==> src/rtl/store_buffer_if.sv <==
// CPU MEM-stage and data-memory signal bundle for the store buffer.
// slave = the store buffer itself, master = the pipeline/memory environment.
interface store_buffer_if #(
    parameter int AW = 7,
    parameter int DW = 32
);
    logic          cpu_wr;
    logic          cpu_rd;
    logic [AW-1:0] cpu_addr;
    logic [DW-1:0] cpu_wdata;
    logic [DW-1:0] cpu_rdata;
    logic          cpu_stall;
    logic          sb_empty;
    logic          mem_req;
    logic          mem_we;
    logic [AW-1:0] mem_addr;
    logic [DW-1:0] mem_wdata;
    logic          mem_ack;
    logic [DW-1:0] mem_rdata;

    modport slave (
        input  cpu_wr, cpu_rd, cpu_addr, cpu_wdata, mem_ack, mem_rdata,
        output cpu_rdata, cpu_stall, sb_empty, mem_req, mem_we, mem_addr, mem_wdata
    );

    modport master (
        output cpu_wr, cpu_rd, cpu_addr, cpu_wdata, mem_ack, mem_rdata,
        input  cpu_rdata, cpu_stall, sb_empty, mem_req, mem_we, mem_addr, mem_wdata
    );
endinterface

==> src/rtl/store_buffer.sv <==
// Posted-write store buffer: FIFO of stores drained in the background, loads forwarded from
// the youngest match or read from memory (2+ stall cycles). Full buffer stalls stores.
module store_buffer #(
    parameter int DEPTH = 4,
    parameter int AW    = 7,
    parameter int DW    = 32
) (
    input  logic           clk,
    input  logic           rst_n,
    store_buffer_if.slave  bus
);
    localparam int PW = $clog2(DEPTH);
    localparam int CW = PW + 1;

    typedef enum logic [1:0] {IDLE, DRAIN, RD_REQ, RD_DONE} state_t;

    state_t        state_q, state_d;
    logic [AW-1:0] addr_q [DEPTH];
    logic [DW-1:0] data_q [DEPTH];
    logic [PW-1:0] head_q, tail_q;
    logic [CW-1:0] count_q, count_d;
    logic          mem_req_q, mem_req_d;
    logic          mem_we_q, mem_we_d;
    logic [AW-1:0] mem_addr_q, mem_addr_d;
    logic [DW-1:0] mem_wdata_q, mem_wdata_d;
    logic [DW-1:0] rd_buf_q, rd_buf_d;

    logic          full, push, pop, hit, load_miss;
    logic [DW-1:0] hit_data;

    // Scan oldest to youngest so the last match (closest to tail) wins.
    always_comb begin
        hit      = 1'b0;
        hit_data = '0;
        for (int i = 0; i < DEPTH; i++) begin
            if (CW'(i) < count_q && addr_q[head_q + PW'(i)] == bus.cpu_addr) begin
                hit      = 1'b1;
                hit_data = data_q[head_q + PW'(i)];
            end
        end
    end

    // A simultaneous rd+wr is treated as a store only.
    assign full      = (count_q == CW'(DEPTH));
    assign push      = bus.cpu_wr && !full;
    assign pop       = (state_q == DRAIN) && bus.mem_ack;
    assign load_miss = bus.cpu_rd && !bus.cpu_wr && !hit;
    assign count_d   = count_q + CW'(push) - CW'(pop);

    assign bus.cpu_stall = (bus.cpu_wr && full) || (load_miss && state_q != RD_DONE);
    assign bus.cpu_rdata = (state_q == RD_DONE) ? rd_buf_q : (hit ? hit_data : '0);
    assign bus.sb_empty  = (count_q == '0) && (state_q == IDLE);
    assign bus.mem_req   = mem_req_q;
    assign bus.mem_we    = mem_we_q;
    assign bus.mem_addr  = mem_addr_q;
    assign bus.mem_wdata = mem_wdata_q;

    always_comb begin
        state_d     = state_q;
        mem_req_d   = mem_req_q;
        mem_we_d    = mem_we_q;
        mem_addr_d  = mem_addr_q;
        mem_wdata_d = mem_wdata_q;
        rd_buf_d    = rd_buf_q;
        case (state_q)
            IDLE: begin
                if (load_miss) begin
                    mem_req_d  = 1'b1;
                    mem_we_d   = 1'b0;
                    mem_addr_d = bus.cpu_addr;
                    state_d    = RD_REQ;
                end else if (count_q != '0) begin
                    mem_req_d   = 1'b1;
                    mem_we_d    = 1'b1;
                    mem_addr_d  = addr_q[head_q];
                    mem_wdata_d = data_q[head_q];
                    state_d     = DRAIN;
                end
            end
            DRAIN: begin
                if (bus.mem_ack) begin
                    mem_req_d = 1'b0;
                    state_d   = IDLE;
                end
            end
            RD_REQ: begin
                if (bus.mem_ack) begin
                    mem_req_d = 1'b0;
                    rd_buf_d  = bus.mem_rdata;
                    state_d   = RD_DONE;
                end
            end
            default: state_d = IDLE;
        endcase
    end

    always_ff @(posedge clk or negedge rst_n) begin
        if (!rst_n) begin
            state_q     <= IDLE;
            head_q      <= '0;
            tail_q      <= '0;
            count_q     <= '0;
            mem_req_q   <= 1'b0;
            mem_we_q    <= 1'b0;
            mem_addr_q  <= '0;
            mem_wdata_q <= '0;
            rd_buf_q    <= '0;
        end else begin
            state_q     <= state_d;
            count_q     <= count_d;
            mem_req_q   <= mem_req_d;
            mem_we_q    <= mem_we_d;
            mem_addr_q  <= mem_addr_d;
            mem_wdata_q <= mem_wdata_d;
            rd_buf_q    <= rd_buf_d;
            if (push) tail_q <= tail_q + 1'b1;
            if (pop)  head_q <= head_q + 1'b1;
        end
    end

    // Entry storage needs no reset: validity comes from count_q.
    always_ff @(posedge clk) begin
        if (push) begin
            addr_q[tail_q] <= bus.cpu_addr;
            data_q[tail_q] <= bus.cpu_wdata;
        end
    end
endmodule

==> src/flat_wrapper.sv <==
// flat-port wrapper written by rule: the top's interface ports become plain ports
module store_buffer_flat 
#(
    parameter int DEPTH = 4,
    parameter int AW    = 7,
    parameter int DW    = 32
)
  (clk, rst_n, bus_cpu_wr, bus_cpu_rd, bus_cpu_addr, bus_cpu_wdata, bus_mem_ack, bus_mem_rdata, bus_cpu_rdata, bus_cpu_stall, bus_sb_empty, bus_mem_req, bus_mem_we, bus_mem_addr, bus_mem_wdata);
  store_buffer_if #(.AW(AW), .DW(DW)) bus_i ();
  input  logic clk;
  input  logic rst_n;
  input wire logic [$bits(bus_i.cpu_wr)-1:0] bus_cpu_wr;
  input wire logic [$bits(bus_i.cpu_rd)-1:0] bus_cpu_rd;
  input wire logic [$bits(bus_i.cpu_addr)-1:0] bus_cpu_addr;
  input wire logic [$bits(bus_i.cpu_wdata)-1:0] bus_cpu_wdata;
  input wire logic [$bits(bus_i.mem_ack)-1:0] bus_mem_ack;
  input wire logic [$bits(bus_i.mem_rdata)-1:0] bus_mem_rdata;
  output wire logic [$bits(bus_i.cpu_rdata)-1:0] bus_cpu_rdata;
  output wire logic [$bits(bus_i.cpu_stall)-1:0] bus_cpu_stall;
  output wire logic [$bits(bus_i.sb_empty)-1:0] bus_sb_empty;
  output wire logic [$bits(bus_i.mem_req)-1:0] bus_mem_req;
  output wire logic [$bits(bus_i.mem_we)-1:0] bus_mem_we;
  output wire logic [$bits(bus_i.mem_addr)-1:0] bus_mem_addr;
  output wire logic [$bits(bus_i.mem_wdata)-1:0] bus_mem_wdata;
  assign bus_i.cpu_wr = bus_cpu_wr;
  assign bus_i.cpu_rd = bus_cpu_rd;
  assign bus_i.cpu_addr = bus_cpu_addr;
  assign bus_i.cpu_wdata = bus_cpu_wdata;
  assign bus_i.mem_ack = bus_mem_ack;
  assign bus_i.mem_rdata = bus_mem_rdata;
  assign bus_cpu_rdata = bus_i.cpu_rdata;
  assign bus_cpu_stall = bus_i.cpu_stall;
  assign bus_sb_empty = bus_i.sb_empty;
  assign bus_mem_req = bus_i.mem_req;
  assign bus_mem_we = bus_i.mem_we;
  assign bus_mem_addr = bus_i.mem_addr;
  assign bus_mem_wdata = bus_i.mem_wdata;
  store_buffer #(.DEPTH(DEPTH), .AW(AW), .DW(DW)) u_core (.clk(clk), .rst_n(rst_n), .bus(bus_i));
endmodule
==> config.mk <==
export PLATFORM = sky130hd
export DESIGN_NAME = store_buffer_flat
export DESIGN_NICKNAME = d
export VERILOG_FILES = /design/src/rtl/store_buffer_if.sv /design/src/rtl/store_buffer.sv /design/src/flat_wrapper.sv
export SDC_FILE = /design/constraint.sdc
export NUM_CORES = 1
export LEC_CHECK = 0
export CORE_MARGIN = 3
export CORE_UTILIZATION = 57
export CTS_CLUSTER_DIAMETER = 60
export CTS_CLUSTER_SIZE = 30
export DETAILED_ROUTE_END_ITERATION = 7
export PLACE_DENSITY = 0.91
export SKIP_CTS_REPAIR_TIMING = 1
export SLEW_MARGIN = 20
export SYNTH_ARGS = -nofsm -noshare
export SYNTH_HDL_FRONTEND = slang
export SYNTH_SLANG_ARGS = --single-unit
==> constraint.sdc <==
create_clock -name clk -period 4.2 [get_ports clk]
set_input_delay 0.84 -clock clk [delete_from_list [all_inputs] [get_ports clk]]
set_output_delay 0.84 -clock clk [all_outputs]
set_load 0.01 [all_outputs]
# == After elaboration in Yosys (flattened, before gate mapping) ==
# Memories as Yosys holds them, arrays and structs flattened.
# Cells that the tools add are included.
# word_totals
latch_bits,0
ramBits,156
ff_bits,82
n_memories,2
inputBits,76
out_inout_bits,75
mem_bits_ro,0
# op_classes
n_mul,0
order_cmp,4
n_addsub,6
bitwise_logic,1
n_mux,24
shift,0
reduce_logical,26
div_mod_pow,0
eq_ne,13
# mem_list
name,depth,word_bits,read_ports,rd_clocked_by_memory_dff,write_ports,line,text
u_core.data_q,4,32,4,0,1,store_buffer.sv:19,logic [DW-1:0] data_q [DEPTH];
u_core.addr_q,4,7,4,0,1,store_buffer.sv:18,logic [AW-1:0] addr_q [DEPTH];
# ops
cell,n
32-bit two-way mux,6
7-bit == test,4
7-bit two-way mux,2
1-bit logical AND,11
1-bit two-way mux,10
3-bit AND reduction,3
2-bit two-way mux,4
1-bit by 3-bit less-than comparator with 1-bit output (first input constant),2
2-bit by 3-bit less-than comparator with 1-bit output (first input constant),2
2-bit inequality test (second input constant),3
2-bit case mux with 3 select lines,1
2-bit by 1-bit adder with 2-bit output (second input constant),2
2-bit adder (second input constant),2
2-bit == test (second input constant),2
2-bit AND reduction,2
2-bit nonzero test,2
3-bit by 1-bit adder with 3-bit output,1
3-bit == test (second input constant),1
1-bit logical NOT,3
3-bit logical NOT,1
3-bit by 2-bit inequality test with 1-bit output (second input constant),1
3-bit nonzero test,1
3-bit by 1-bit subtractor with 3-bit output,1
2-bit by 1-bit == test with 1-bit output (second input constant),1
6 further kinds,6

# == Longest topological paths before layout ==
# Gate-level depths: netlist (run 1).
# An unclocked memory read counts as a cell.
# depth
ltp_word,11
depth_mapped,12

# == Worst setup path before layout (run 1) ==
# No wires, ideal clock.
# synth_timing
path_kind,input to output
from,input bus_cpu_addr[1]
to,output bus_cpu_rdata[0]
stages,9
slack_ns,0.272
arrival_time_ns,3.088
required_ns,3.360
path_buffers,3
path_cell_list,clkbuf_1 -> xnor2_1 -> or3_1 -> a2111oi_2 -> a31o_2 -> buf_2 -> buf_1 -> a211oi_1 -> o31ai_1
# synth_between
elab_chain_cells,8
word_cells_on_any_way,18
classes_between,4 x eq/ne; 10 x mux; 4 x reduce/logical
# synth_lines
item,line,text
from (decl),flat_wrapper.sv:14,input wire logic [$bits(bus_i.cpu_addr)-1:0] bus_cpu_addr;
7-bit == test,store_buffer.sv:36,if (CW'(i) < count_q && addr_q[head_q + PW'(i)] == bus.cpu_addr) begin
1-bit logical AND,store_buffer.sv:36,
32-bit two-way mux or 1-bit two-way mux (tied branches) (4 in a row),store_buffer.sv:36,
32-bit two-way mux * (2 in a row),store_buffer.sv:51,assign bus.cpu_rdata = (state_q == RD_DONE) ? rd_buf_q : (hit ? hit_data : '0);
to (decl),flat_wrapper.sv:18,output wire logic [$bits(bus_i.cpu_rdata)-1:0] bus_cpu_rdata;
# Every way passes the cells marked *; elsewhere a longest branch is shown, timed or not.

# == Worst setup path in the final report (run 1) ==
# layout_timing
from,register u_core.head_q[0]
to,output bus_cpu_rdata[18]
# layout_between
elab_chain_cells,9
word_cells_on_any_way,23
classes_between,3 x add/sub; 4 x eq/ne; 10 x mux; 4 x reduce/logical; 2 x memory
# layout_lines
item,line,text
from (decl),store_buffer.sv:20,"logic [PW-1:0] head_q, tail_q;"
from (signal assigned),store_buffer.sv:117,if (pop) head_q <= head_q + 1'b1;
2-bit by 1-bit adder with 2-bit output or memory read 4 x 7 bit (tied branches),-,
memory read 4 x 7 bit or 7-bit == test (tied branches),-,
7-bit == test or 1-bit logical AND (tied branches),store_buffer.sv:36,
1-bit logical AND (tied with other cells),store_buffer.sv:36,
32-bit two-way mux or 1-bit two-way mux (tied branches) (3 in a row),store_buffer.sv:36,
32-bit two-way mux * (2 in a row),store_buffer.sv:51,
# Marked as above.

==> reports/results.ini, run 1 <==
[synth]
ys.warnings.count = 0
synth_edf_count = 156
yosysMostFrequentCell = edfxtp_1
synth_commonest_cells = 156 x edfxtp_1, 102 x nand2_1, 82 x dfrtp_1
synthesis.nets = 1107
synth_top_area_share_pct = 35.4
synth-seq-cells = 238
synth_cell_types = 50
ys_seq_area_share_pct = 50.9
synth_top_area_cell = edfxtp_1
synthArstFlopShare_pct = 34.5
avgSynthCellArea_sq_um = 13.0
synthTopCellsByArea = edfxtp_1 35%, dfrtp_1 16%, mux4_2 13%
syn_inst = 1018
syn-cell-area_sq_mm = 0.0132
ys.flop_type = edfxtp_1

[placement]
gp_congestion = 0.881
dpl_cell_area_sq_mm = 0.0154
place_ws_ns = -0.493
placedCellCount = 1434
dpl.hpwl_mm = 22.3
io_buffers = 150

[timing]
fin_ws_ns = -0.131
rsz0062_at_grt = yes
fin_crit_sh_pct = 103
slew_headroom_pct = 33.0
worst_slew_pin_slew_ns = 1.00
finalHoldWorstSlack_ns = 0.426
setup_viol = 28
drv_slew = 0
tns_ns = -1.77
max_freq_mhz = 231
hold_viol_final = 0
finClkSkew_ns = 0.0394
finalWorstPathRequiredPeriod_ns = 4.33

[routing]
vias = 10224
via_per_inst = 6.79
drc = 0
dr.first_iter.drc_count = 1053
firstDrtPassIters = 7
antenna_left = 0
wire_per_inst_microns = 24.7
wl_mm = 37.2

[clocking]
clockBufferDepth = 3
cts_tree = built
cts_sinks = 238
root_buffer = clkbuf_16
clkLatencyLatePin_ns = 0.53
clkSlewWorstSetupHoldPaths_ns = 0.10
cts_made_buffers = 20
htree_levels = 1

[power_and_ir_drop]
pwr-share-clk_pct = 17.0
power.switching_mw = 4.60
p_int_mw = 7.19
p_per_area_mw_per_mm2 = 695
power_frac_comb_pct = 51.3
ir_worst_vdd_mv = 0.393
p_leak_nw = 6.23
sw_frac_of_total_pct = 39.0
seq_power_share_pct = 31.7

[floorplan]
dieArea_sq_mm = 0.0251
die_x_microns = 158
initial_utilization_pct = 58.3
core_sq_mm = 0.0227
die_h_microns = 158
boundaryPins = 151
rows = 55

[critical_path]
r2r_end = u_core.bus.mem_addr[4]
cp_max_fo = 7
worstSetupPathType = reg -> out
end_kind = output port
cp-start-kind = flop
required_ns = 3.36
r2r_cells = 12
arrival_ns = 3.49
regToRegSetupSlack_ns = 0.31
r2r_start = u_core.head_q[1]

[layout]
num-fill-cells = 1313
syn2layout_area_growth_pct = 28.2
multi_input_area_sq_mm = 0.00656
finalNonFillerCells = 1505
drive_gt1_share_pct = 33.9
final_area_sq_mm = 0.0170
antenna_cells = 0
fin_nets = 1295
seq_area_sq_mm = 0.00674

[outcome]
violations = setup timing
status = finished, violations left

[hold_path]
min_path_type = in -> async

[global_routing]
antenna_found_initial = 3
grt_pass1_wl_mm = 51.7
grt_overflow = 0
grt_pass1_vias = 9466
grtUsageTotal_pct = 26.3
grt_max_degree = 60

[flow_run]
drv_cap = 0

## power by group through the flow
stage	sequential, mW	clock, mW	combinational, mW
finish	3.74	2.01	6.05
global route	3.80	2.11	6.46
CTS	3.73	2.03	5.50
detailed placement	3.77	0	5.44
global placement	3.71	0	5.25
floorplan	3.69	0	3.69
## logic make-up after synthesis
group                      after synthesis  share of synthesized area, %
DFF                                    238                          50.9
buffers and inverters                  103                          3.29
adders and majority gates               13                          1.29
and+or+nand+nor                        198                          6.29
muxes                                  231                          25.4
AOI/OAI and AO/OA                      201                          10.6
xor gates and xnor gates                34                          2.25
## layout by cell type, fill, tap and decap left out, types with 14 or more instances in the layout
cell type and instances:
inv_1 15, nor2_1 41, buf_4 61, buf_12 18
mux4_2 74, o31ai_2 16, buf_2 31, buf_6 14
edfxtp_1 156, mux2_2 72, nand2_1 101, a211oi_1 24
mux2i_1 49, clkbuf_16 25, clkdlybuf4s50_1 115, dfrtp_1 80
nor3_2 23, o31ai_1 46, mux2_1 28, xnor2_1 17
o21ai_0 37, a21oi_1 34
## how the worst max path moves through the flow
stage	startpoint	endpoint	slack (ns)	cells after the start
2_1_floorplan	bus_cpu_addr[1]	bus_cpu_rdata[0]	0.27	9
3_3_place_gp	bus_cpu_addr[4]	bus_cpu_rdata[20]	-0.41	9
6_report	u_core.head_q[0]	bus_cpu_rdata[18]	-0.13	12
3_5_place_dp	bus_cpu_addr[0]	bus_cpu_rdata[15]	-0.49	10
4_1_cts	u_core.head_q[0]	bus_cpu_rdata[15]	-0.73	11
5_1_grt	u_core.head_q[0]	bus_cpu_rdata[20]	-0.22	13
## registers in the layout (all words and copies together) (netlist names), 2 cells and up
| name | flops |
|---|---|
| u_core.data_q | 128 |
| u_core.state_q | 2 |
| u_core.bus.mem_addr | 7 |
| u_core.tail_q | 2 |
| u_core.count_q | 3 |
| u_core.addr_q | 28 |
| u_core.rd_buf_q | 32 |
| u_core.bus.mem_wdata | 32 |
| u_core.head_q | 2 |
## final cells by class
type	count	share of cell area [%]
clock buffer	21	3.10
inverter	16	0.354
clock inverter	15	1.16
sequential	238	39.8
tap	285	2.10
timing repair buffer	253	14.8
multi-input combinational	677	38.7
## stage by stage
step                util, %  power (mW)
floorplan                 -        7.38
global placement       67.9        8.97
detailed placement     67.9        9.21
CTS                    71.0        11.3
global route           74.7        12.4
finish                 74.7        11.8
## metal layers
layer | vias to the layer above | track usage, % | routed length (microns)
li1 | 4333 | - | -
met3 | 156 | 3.59 | 3540
met5 | - | 0 | 49
met2 | 683 | 44.3 | 18500
met1 | 5046 | 35.9 | 13400
met4 | 6 | 8.52 | 1650
## critical path, stage by stage (launching register included)
cell,delay (ns)
dfrtp_4,0.56
buf_12,0.17
mux2i_1,0.19
xnor2_1,0.15
or3_4,0.37
a2111oi_4,0.34
buf_4,0.19
buf_12,0.13
buf_6,0.11
clkbuf_16,0.15
o31ai_2,0.07
o31ai_1,0.33
buf_2,0.20
Power figures use the tool's default switching activity.
==> run 2: changes to the inputs <==
--- a/config.mk
+++ b/config.mk
@@ -6,11 +6,12 @@
 export NUM_CORES = 1
 export LEC_CHECK = 0
 export CORE_MARGIN = 3
-export CORE_UTILIZATION = 57
+export CORE_UTILIZATION = 52
 export CTS_CLUSTER_DIAMETER = 60
 export CTS_CLUSTER_SIZE = 30
 export DETAILED_ROUTE_END_ITERATION = 7
-export PLACE_DENSITY = 0.91
+export HOLD_SLACK_MARGIN = 0.08
+export PLACE_DENSITY = 0.88
 export SKIP_CTS_REPAIR_TIMING = 1
 export SLEW_MARGIN = 20
 export SYNTH_ARGS = -nofsm -noshare
==> constraint.sdc (replaced) <==
create_clock -name clk -period 3.85 [get_ports clk]
set_input_delay 0.77 -clock clk [delete_from_list [all_inputs] [get_ports clk]]
set_output_delay 0.77 -clock clk [all_outputs]
set_load 0.01 [all_outputs]
==> reports/results.ini, run 2 (same netlist as run 1, synthesis figures left out) <==
[timing]
setup_viol = 33  ; +18%
drv_slew = 0  ; unchanged
slew_headroom_pct = 32.7  ; -0.32 points
rsz0062_at_grt = yes
finalHoldWorstSlack_ns = 0.344  ; -0.0815 ns
finalWorstPathRequiredPeriod_ns = 4.31
tns_ns = -11.41  ; -9.63 ns
finClkSkew_ns = 0.0139  ; -0.0256 ns
fin_crit_sh_pct = 112
worst_slew_pin_slew_ns = 1.01  ; +0.00476 ns
hold_viol_final = 0  ; unchanged
max_freq_mhz = 232
fin_ws_ns = -0.455  ; -0.324 ns

[layout]
drive_gt1_share_pct = 33.0  ; -0.84 points
final_cell_mix = 156 x edfxtp_1, 116 x clkdlybuf4s50_1, 101 x nand2_1
fin_nets = 1324  ; +2.2%
layout_commonest_cell = edfxtp_1
top_register = u_core.data_q
utilization_pct = 69.6  ; -5.1 points
seq_area_sq_mm = 0.00674  ; unchanged
num-fill-cells = 1551  ; +18%
syn2layout_area_growth_pct = 29.8
largest_reg_flops = 128  ; unchanged
finalNonFillerCells = 1576  ; +4.7%
multi_input_area_sq_mm = 0.00638  ; -2.7%

[critical_path]
end_kind = output port
arrival_ns = 3.54  ; +0.05 ns
r2r_cells = 10  ; -2
cp_max_fo = 10  ; +3
required_ns = 3.08  ; -0.28 ns
r2r_start = u_core.head_q[0]
regToRegSetupSlack_ns = 0.32  ; about the same
cp-start-kind = flop
worstSetupPathType = reg -> out
crit_start = u_core.head_q[0]

[power_and_ir_drop]
pwr-share-clk_pct = 18.2  ; +1.2 points
power_frac_comb_pct = 51.1  ; -0.2 points
sw_frac_of_total_pct = 37.7  ; -1.3 points
power.switching_mw = 4.93  ; +7.1%
seq_power_share_pct = 30.8  ; -0.9 points
p_leak_nw = 6.43  ; +3.1%
ir_worst_vdd_mv = 0.676  ; +72%
p_per_area_mw_per_mm2 = 761  ; +9.4%
p_int_mw = 8.14  ; +13%
total_power_mw = 13.1  ; +11%

[clocking]
clockBufferDepth = 3  ; unchanged
cts_made_buffers = 22  ; +10%
clkLatencyLatePin_ns = 0.52  ; about the same
root_buffer = clkbuf_16
clkSlewWorstSetupHoldPaths_ns = 0.08  ; -0.02 ns
cts_tree = built
cts_sinks = 238  ; unchanged
htree_levels = 1  ; unchanged

[global_routing]
grtUsageTotal_pct = 24.6  ; -1.7 points
grt_pass1_wl_mm = 52.7  ; +1.8%
antenna_found_initial = 1  ; -2
grt_max_degree = 59  ; -1.7%
grt_overflow = 0  ; unchanged
grt_pass1_vias = 9871  ; +4.3%

[floorplan]
rows = 57  ; +3.6%
boundaryPins = 151  ; unchanged
initial_utilization_pct = 53.6  ; -4.6 points
core_sq_mm = 0.0247  ; +8.7%
die_h_microns = 166  ; +4.5%
die_x_microns = 166  ; +4.5%
dieArea_sq_mm = 0.0274  ; +9.2%

[routing]
vias = 9920  ; -3.0%
wl_mm = 36.0  ; -3.1%
via_per_inst = 6.29  ; -7.3%
dr.first_iter.drc_count = 903  ; -14%
drc = 0  ; unchanged
firstDrtPassIters = 6  ; -1
wire_per_inst_microns = 22.9  ; -7.4%
antenna_left = 0  ; unchanged

[placement]
dpl.hpwl_mm = 23.1  ; +3.6%
gp_congestion = 0.836  ; -5.1%
placedCellCount = 1509  ; +5.2%
io_buffers = 150  ; unchanged

[outcome]
violations = setup timing
status = finished, violations left

[flow_run]
drv_cap = 0  ; unchanged

[hold_path]
min_path_type = in -> async

[run 2: cell types whose count changed in the layout (fill, tap and decap cells not counted), sizes merged, moves of 2 or more]
cell / before / now
inv: 24 / 27
buf: 129 / 151
dlymetal6s2s: 2 / 4
clkbuf: 28 / 32
clkinv: 6 / 4
[run 2: layout make-up]
class	instances	share of cell area, %
Timing Repair Buffer	280	16.2
Tap cell	324	2.36
Clock inverter	17	1.32
Sequential cell	238	39.3
Multi-Input combinational cell	677	37.2
Inverter	16	0.350
Antenna cell	1	0.0146
Clock buffer	23	3.35
[run 2: layer usage]
layer / up-vias / wire length (microns) / track usage [%]
met4: 0 / 1510 / 9.98
met5: - / 0 / 0
met3: 118 / 2800 / 3.32
met1: 4883 / 13400 / 31.3
li1: 4389 / - / -
met2: 530 / 18300 / 42.7
[run 2: path summary, 6_finish.rpt]
kind	to
worst max-delay path	bus_cpu_rdata[6]
worst min-delay path	u_core.rd_buf_q[18]
worst max register to register	u_core.bus.mem_wdata[31]
worst min register to register	u_core.bus.mem_wdata[13]
max in group asynchronous	u_core.head_q[1]
min in group clk	u_core.bus.mem_wdata[13]
[run 2: critical path: stages (launching register included)]
cell and delay [ns]:
dfrtp_4 0.49, buf_12 0.16, buf_4 0.13, mux4_2 0.44, xor2_1 0.17, or4_4 0.57
buf_6 0.19, buf_4 0.14, nor3_1 0.21, a211oi_1 0.09, o31ai_2 0.24, buf_2 0.18
[run 2: power by group through the flow]
stage | clock [mW] | combinational [mW] | sequential [mW]
3_5_place_dp | 0 | 6.22 | 4.10
2_1_floorplan | 0 | 4.03 | 4.02
5_1_grt | 2.51 | 7.14 | 4.08
3_3_place_gp | 0 | 6.03 | 4.03
4_1_cts | 2.41 | 6.26 | 4.05
6_report | 2.37 | 6.67 | 4.02
[run 2: through the flow]
stage / setup WS, ns / instance area [sq um]
floorplan: 0.0620 / 13200
global placement: -0.708 / 15900
detailed placement: -0.705 / 15900
CTS: -1.03 / 16700
global route: -0.515 / 17200
finish: -0.455 / 17200
==> run 3: changes to the inputs <==
--- a/config.mk
+++ b/config.mk
@@ -6,12 +6,14 @@
 export NUM_CORES = 1
 export LEC_CHECK = 0
 export CORE_MARGIN = 3
-export CORE_UTILIZATION = 52
+export CORE_UTILIZATION = 58
 export CTS_CLUSTER_DIAMETER = 60
 export CTS_CLUSTER_SIZE = 30
 export DETAILED_ROUTE_END_ITERATION = 7
+export DONT_BUFFER_PORTS = 1
+export GPL_TIMING_DRIVEN = 0
 export HOLD_SLACK_MARGIN = 0.08
-export PLACE_DENSITY = 0.88
+export PLACE_DENSITY = 0.86
 export SKIP_CTS_REPAIR_TIMING = 1
 export SLEW_MARGIN = 20
 export SYNTH_ARGS = -nofsm -noshare
==> reports/results.ini, run 3 (same netlist as run 1, synthesis figures left out) <==
[routing]
drc = 0  ; unchanged
vias = 10341  ; +4.2%
dr.first_iter.drc_count = 1626  ; +80%
via_per_inst = 7.64  ; +21%
wire_per_inst_microns = 30.7  ; +34%
firstDrtPassIters = 6  ; unchanged
antenna_left = 0  ; unchanged
wl_mm = 41.5  ; +15%

[critical_path]
cpPeakStageDelay_ns = 0.45  ; -0.12 ns
arrival_ns = 3.49  ; -0.05 ns
crit_chain = buf_12 -> buf_12 -> buf_12 -> clkbuf_2 -> buf_2 -> mux2i_1 -> nor2_1 -> a21oi_1 -> nor3_2 -> a211oi_1 -> o31ai_2
crit_start = u_core.head_q[0]
required_ns = 3.08  ; about the same
crit_top_cell = buf_12
worstSetupPathType = reg -> out
r2r_start = u_core.head_q[0]
cp_max_fo = 10  ; unchanged
crit_slowest_cell = buf_2
cp-start-kind = flop
end_kind = output port

[outcome]
status = finished, violations left
violations = setup timing

[floorplan]
rows = 54  ; -5.3%
die_x_microns = 157  ; -5.1%
die_h_microns = 157  ; -5.1%
core_sq_mm = 0.0221  ; -10%
dieArea_sq_mm = 0.0247  ; -10%
boundaryPins = 151  ; unchanged
initial_utilization_pct = 59.9  ; +6.3 points

[timing]
setup_viol = 33  ; unchanged
finClkSkew_ns = 0.0302  ; +0.0163 ns
slew_headroom_pct = 19.0  ; -14 points
worst_slew_pin_slew_ns = 1.22  ; +0.209 ns
fin_ws_ns = -0.412  ; +0.0432 ns
finalWorstPathRequiredPeriod_ns = 4.26  ; -0.0432 ns
tns_ns = -8.12  ; +3.28 ns
drv_slew = 0  ; unchanged
max_freq_mhz = 235  ; +1.0%
fin_crit_sh_pct = 111  ; -1.1 points
hold_viol_final = 0  ; unchanged
rsz0062_at_grt = yes

[layout]
syn2layout_area_growth_pct = 18.7
layout_commonest_cell = edfxtp_1
largest_reg_flops = 128  ; unchanged
utilization_pct = 71.1  ; +1.5 points
fin_nets = 1144  ; -14%
finalNonFillerCells = 1353  ; -14%
final_cell_mix = 156 x edfxtp_1, 102 x nand2_1, 81 x dfrtp_1
top_register = u_core.data_q
drive_gt1_share_pct = 37.6  ; +4.6 points

[placement]
place_ws_ns = -0.812  ; -0.108 ns
placedCellCount = 1298  ; -14%
io_buffers = 0  ; -100%
dpl.hpwl_mm = 24.1  ; +4.7%
gp_congestion = 0.909  ; +8.7%

[clocking]
root_buffer = clkbuf_16
cts_made_buffers = 21  ; -4.5%
cts_tree = built
clockBufferDepth = 3  ; unchanged
clkLatencyLatePin_ns = 0.55  ; +0.03 ns
htree_levels = 1  ; unchanged
clkSlewWorstSetupHoldPaths_ns = 0.08  ; about the same
cts_sinks = 238  ; unchanged

[power_and_ir_drop]
p_leak_nw = 5.62  ; -13%
ir_worst_vdd_mv = 0.427  ; -37%
p_per_area_mw_per_mm2 = 821  ; +8.0%

[global_routing]
grtUsageTotal_pct = 28.7  ; +4.1 points
antenna_found_initial = 3  ; +2
grt_max_degree = 83  ; +41%
grt_overflow = 0  ; unchanged
grt_pass1_wl_mm = 54.8  ; +4.1%
grt_pass1_vias = 9665  ; -2.1%

[hold_path]
min_path_type = in -> async

[flow_run]
drv_cap = 0  ; unchanged

## run 3: final timing paths
check | to | slack [ns] | cells after the start
max in group asynchronous | u_core.rd_buf_q[11] | 3.32 | 1
worst min register to register | u_core.rd_buf_q[12] | 0.52 | 1
worst max-delay path | bus_cpu_rdata[30] | -0.41 | 11
min in group clk | u_core.data_q[2][6] | 0.31 | 0
worst max register to register | u_core.bus.mem_wdata[8] | 0.06 | 11
worst min-delay path | u_core.head_q[0] | 0.15 | 1
## run 3: cell type report
cell class | count | area, sq um
diodes | 3 | 7.51
clock buffers | 25 | 614
clock inverters | 13 | 170
fillers | 1239 | 6380
inverters | 16 | 60.1
multi-input cells | 677 | 6970
repair buffers | 14 | 151
well taps | 280 | 350
flip-flops and latches | 238 | 6740
plain buffers | 87 | 649
## run 3: critical path, delay by kind of cell (launching register included)
kind,cells,cell delay (ns)
AOI/OAI and AO/OA,3,0.77
buffers and inverters,5,1.19
DFF,1,0.42
muxes,1,0.39
and+or+nand+nor,2,0.17
## run 3: stage by stage
stage | hold WS, ns | power [mW] | instance area (sq um)
2_1_floorplan | 0.474 | 8.05 | 13200
3_3_place_gp | 0.477 | 9.25 | 13600
3_5_place_dp | 0.476 | 9.42 | 13600
4_1_cts | -0.0840 | 11.7 | 14400
5_1_grt | 0.169 | 13.3 | 15700
6_report | 0.154 | 12.9 | 15700
## run 3: power breakdown
group	internal [mW]	leakage (nW)	switching [mW]
sequential	3.57	2.39	0.675
combinational	2.63	2.85	3.68
clock	1.22	0.379	1.13
## run 3: layer usage
| layer | global-route usage (%) | routed length, microns | up-vias |
|---|---|---|---|
| li1 | - | - | 4027 |
| met1 | 36.3 | 13300 | 4991 |
| met2 | 46.3 | 19800 | 1042 |
| met3 | 8.80 | 5840 | 279 |
| met4 | 12.4 | 2570 | 2 |
| met5 | 0 | 13 | - |
==> patch: new RTL, settings of run 3 <==
`AW` is set to 7 in 3 places; all go to 8.
--- a/src/rtl/store_buffer_if.sv
+++ b/src/rtl/store_buffer_if.sv
@@ -3,3 +3,3 @@
 interface store_buffer_if #(
-    parameter int AW = 7,
+    parameter int AW = 8,
     parameter int DW = 32
--- a/src/rtl/store_buffer.sv
+++ b/src/rtl/store_buffer.sv
@@ -4,3 +4,3 @@
     parameter int DEPTH = 4,
-    parameter int AW    = 7,
+    parameter int AW    = 8,
     parameter int DW    = 32
--- a/src/flat_wrapper.sv
+++ b/src/flat_wrapper.sv
@@ -4,3 +4,3 @@
     parameter int DEPTH = 4,
-    parameter int AW    = 7,
+    parameter int AW    = 8,
     parameter int DW    = 32
Interface: changed (resized bus_cpu_addr and bus_mem_addr); port bits go from 151 to 153. The function was not compared with the original's and may differ.
==> patch against run 3 <==
- the run still ends with setup timing left
- area after synthesis rose by 3.8%
- combinational power increased by 2%
- total power is 1.3% lower
- worst setup slack got worse by 0.21 ns
- wire length fell by 1.8%
- sequential cell count rose by 5
- highest routed layer is now met4
- sequential power about the same
- largest cell class unchanged
- critical endpoint is now bus_cpu_rdata[19]
- die area grew 3.7%
- critical path depth increased by 1
- cell area is 1.1% higher
==> patch: results (changes against run 3) <==
first-pass GRT wire length=58,100 um (+6.0%); CP peak stage delay=0.40 ns (-0.05 ns); Iteration-0 DRC Markers=1,666 (+2.5%); post-synthesis xor/xnor area fraction=0.0242 (+0.00172); placed cells=1,506 (+16%); CP max-delay cell=dfrtp_2; Max VDD drop=535 uV (+25%); Setup Skew=0.0202 ns (-0.00999 ns); mux share of post-synthesis cell area=0.199 (-0.0549); R2R depth=13 (+2); status=finished with violations; setup ws final=-0.620 ns (-0.208 ns); Compound-Gate Fraction of Synth Area=0.109 (+0.00302); # diodes=0 (-3); synth unique cells=52 (+4.0%); DR WL/cell=26.2 um (-15%); Final Setup Violations=33 (unchanged); Vias/cell=6.81 (-11%); failing checks=setup timing; ys flop type=edfxtp_1; sequential cell area fraction in the yosys report=0.501 (-0.00826); gr usage total=0.287 (about the same); GR Util met2=0.459 (-0.00403); top post-synthesis cells by count=nor2_1, edfxtp_1, mux2_2; Worst EP arrival=3.70 ns (+0.21 ns); initial antenna violation count=0 (-3); final WL=40,800 um (-1.8%); r2r setup slk=0.22 ns (+0.16 ns); Leak=5.83 nW (+3.8%); GR Layer Usage met3=0.0825 (-0.00549); main area contributors after synthesis=edfxtp_1, dfrtp_1, mux2_2; Worst R2R End=u_core.bus.mem_wdata[10]$_DFFE_PN0P_; end of the critical path=bus_cpu_rdata[19]; Syn Inst Count=1,192 (+17%); EDFF count, synth=160 (+2.6%); post-synthesis async set-or-reset flop share=0.342 (-0.00297); adder-cell area share of the yosys netlist=0.0124 (-0.000475); grt met1 use=0.374 (+0.0117); Worst Max-Slew Pin Slew=1.01 ns (-0.206 ns); routability cong.=0.905 (-0.40%); largest net degree at the start of global routing=84 (+1.2%); fraction of layout cells with a size suffix above 1=0.294 (-0.0813); Syn Nets=1,282 (+16%); total CTS buffers=18 (-14%); setup TNS=-17.78 ns (-9.66 ns)
==> patch: changes by cell type in the layout (fill, tap and decap cells not counted), sizes merged, moves of 33 or more <==
cell / change
nor2: +128
and2: +38
a21oi: +37
mux4: -67
nand2: -85
nor3b: +33
mux2i: +41
o31ai: -65
nor2b: +34
==> patch: logic make-up after synthesis <==
family	Yosys count
flip-flops	243
adder cells (fa/ha/maj)	13
XOR/XNOR	38
multiplexers	237
AND/OR/NAND/NOR	323
AO/OA/AOI/OAI	226
buffers and inverters	112
==> patch: how the worst min path moves through the flow <==
stage          start                                  end  slack [ns]  depth (start not counted)
5_1_grt        rst_n  u_core.bus.mem_wdata[2]$_DFFE_PN0P_        0.19                          1
3_3_place_gp   rst_n  u_core.bus.mem_wdata[8]$_DFFE_PN0P_        0.48                          0
3_5_place_dp   rst_n  u_core.bus.mem_wdata[8]$_DFFE_PN0P_        0.48                          0
6_report       rst_n         u_core.head_q[0]$_DFFE_PN0P_        0.16                          1
4_1_cts        rst_n  u_core.bus.mem_wdata[5]$_DFFE_PN0P_       -0.06                          0
2_1_floorplan  rst_n   u_core.bus.mem_addr[0]$_DFFE_PN0P_        0.47                          0
==> patch: per-layer routing <==
layer  part of all wire  wire length [um]
met4              0.049              1980
met1               0.36             14900
met2               0.46             18700
met3               0.13              5270
met5                  0                 0
==> patch: power by group <==
part	total [W]	switching, W	internal (W)
clock	0.00202	0.000943	0.00108
combinational	0.00646	0.00375	0.00271
sequential	0.00425	0.000619	0.00363
==> patch: stage by stage <==
step	cell area [um2]	hold slack, ns
after detailed placement	14200	0.477
final	15900	0.156
after CTS	14800	-0.0565
after floorplan	13700	0.474
after global routing	15900	0.188
after global placement	14100	0.477
==> patch: critical path: cells and delay by family, from the launching register on <==
family | cells | cell delay, ns
xor+xnor | 1 | 0.23
simple gates | 1 | 0.31
buf+inv | 5 | 0.96
flops | 1 | 0.40
compound gates | 3 | 0.70
mux | 2 | 0.57
==> patch: cell type report <==
| cell class | count | area, um2 |
|---|---|---|
| fillers | 1522 | 7100 |
| multi-input cells | 837 | 6970 |
| flip-flops and latches | 243 | 6880 |
| plain buffers | 97 | 647 |
| clock buffers | 24 | 504 |
| well taps | 313 | 392 |
| repair buffers | 21 | 328 |
| clock inverters | 8 | 110 |
| inverters | 13 | 48.8 |
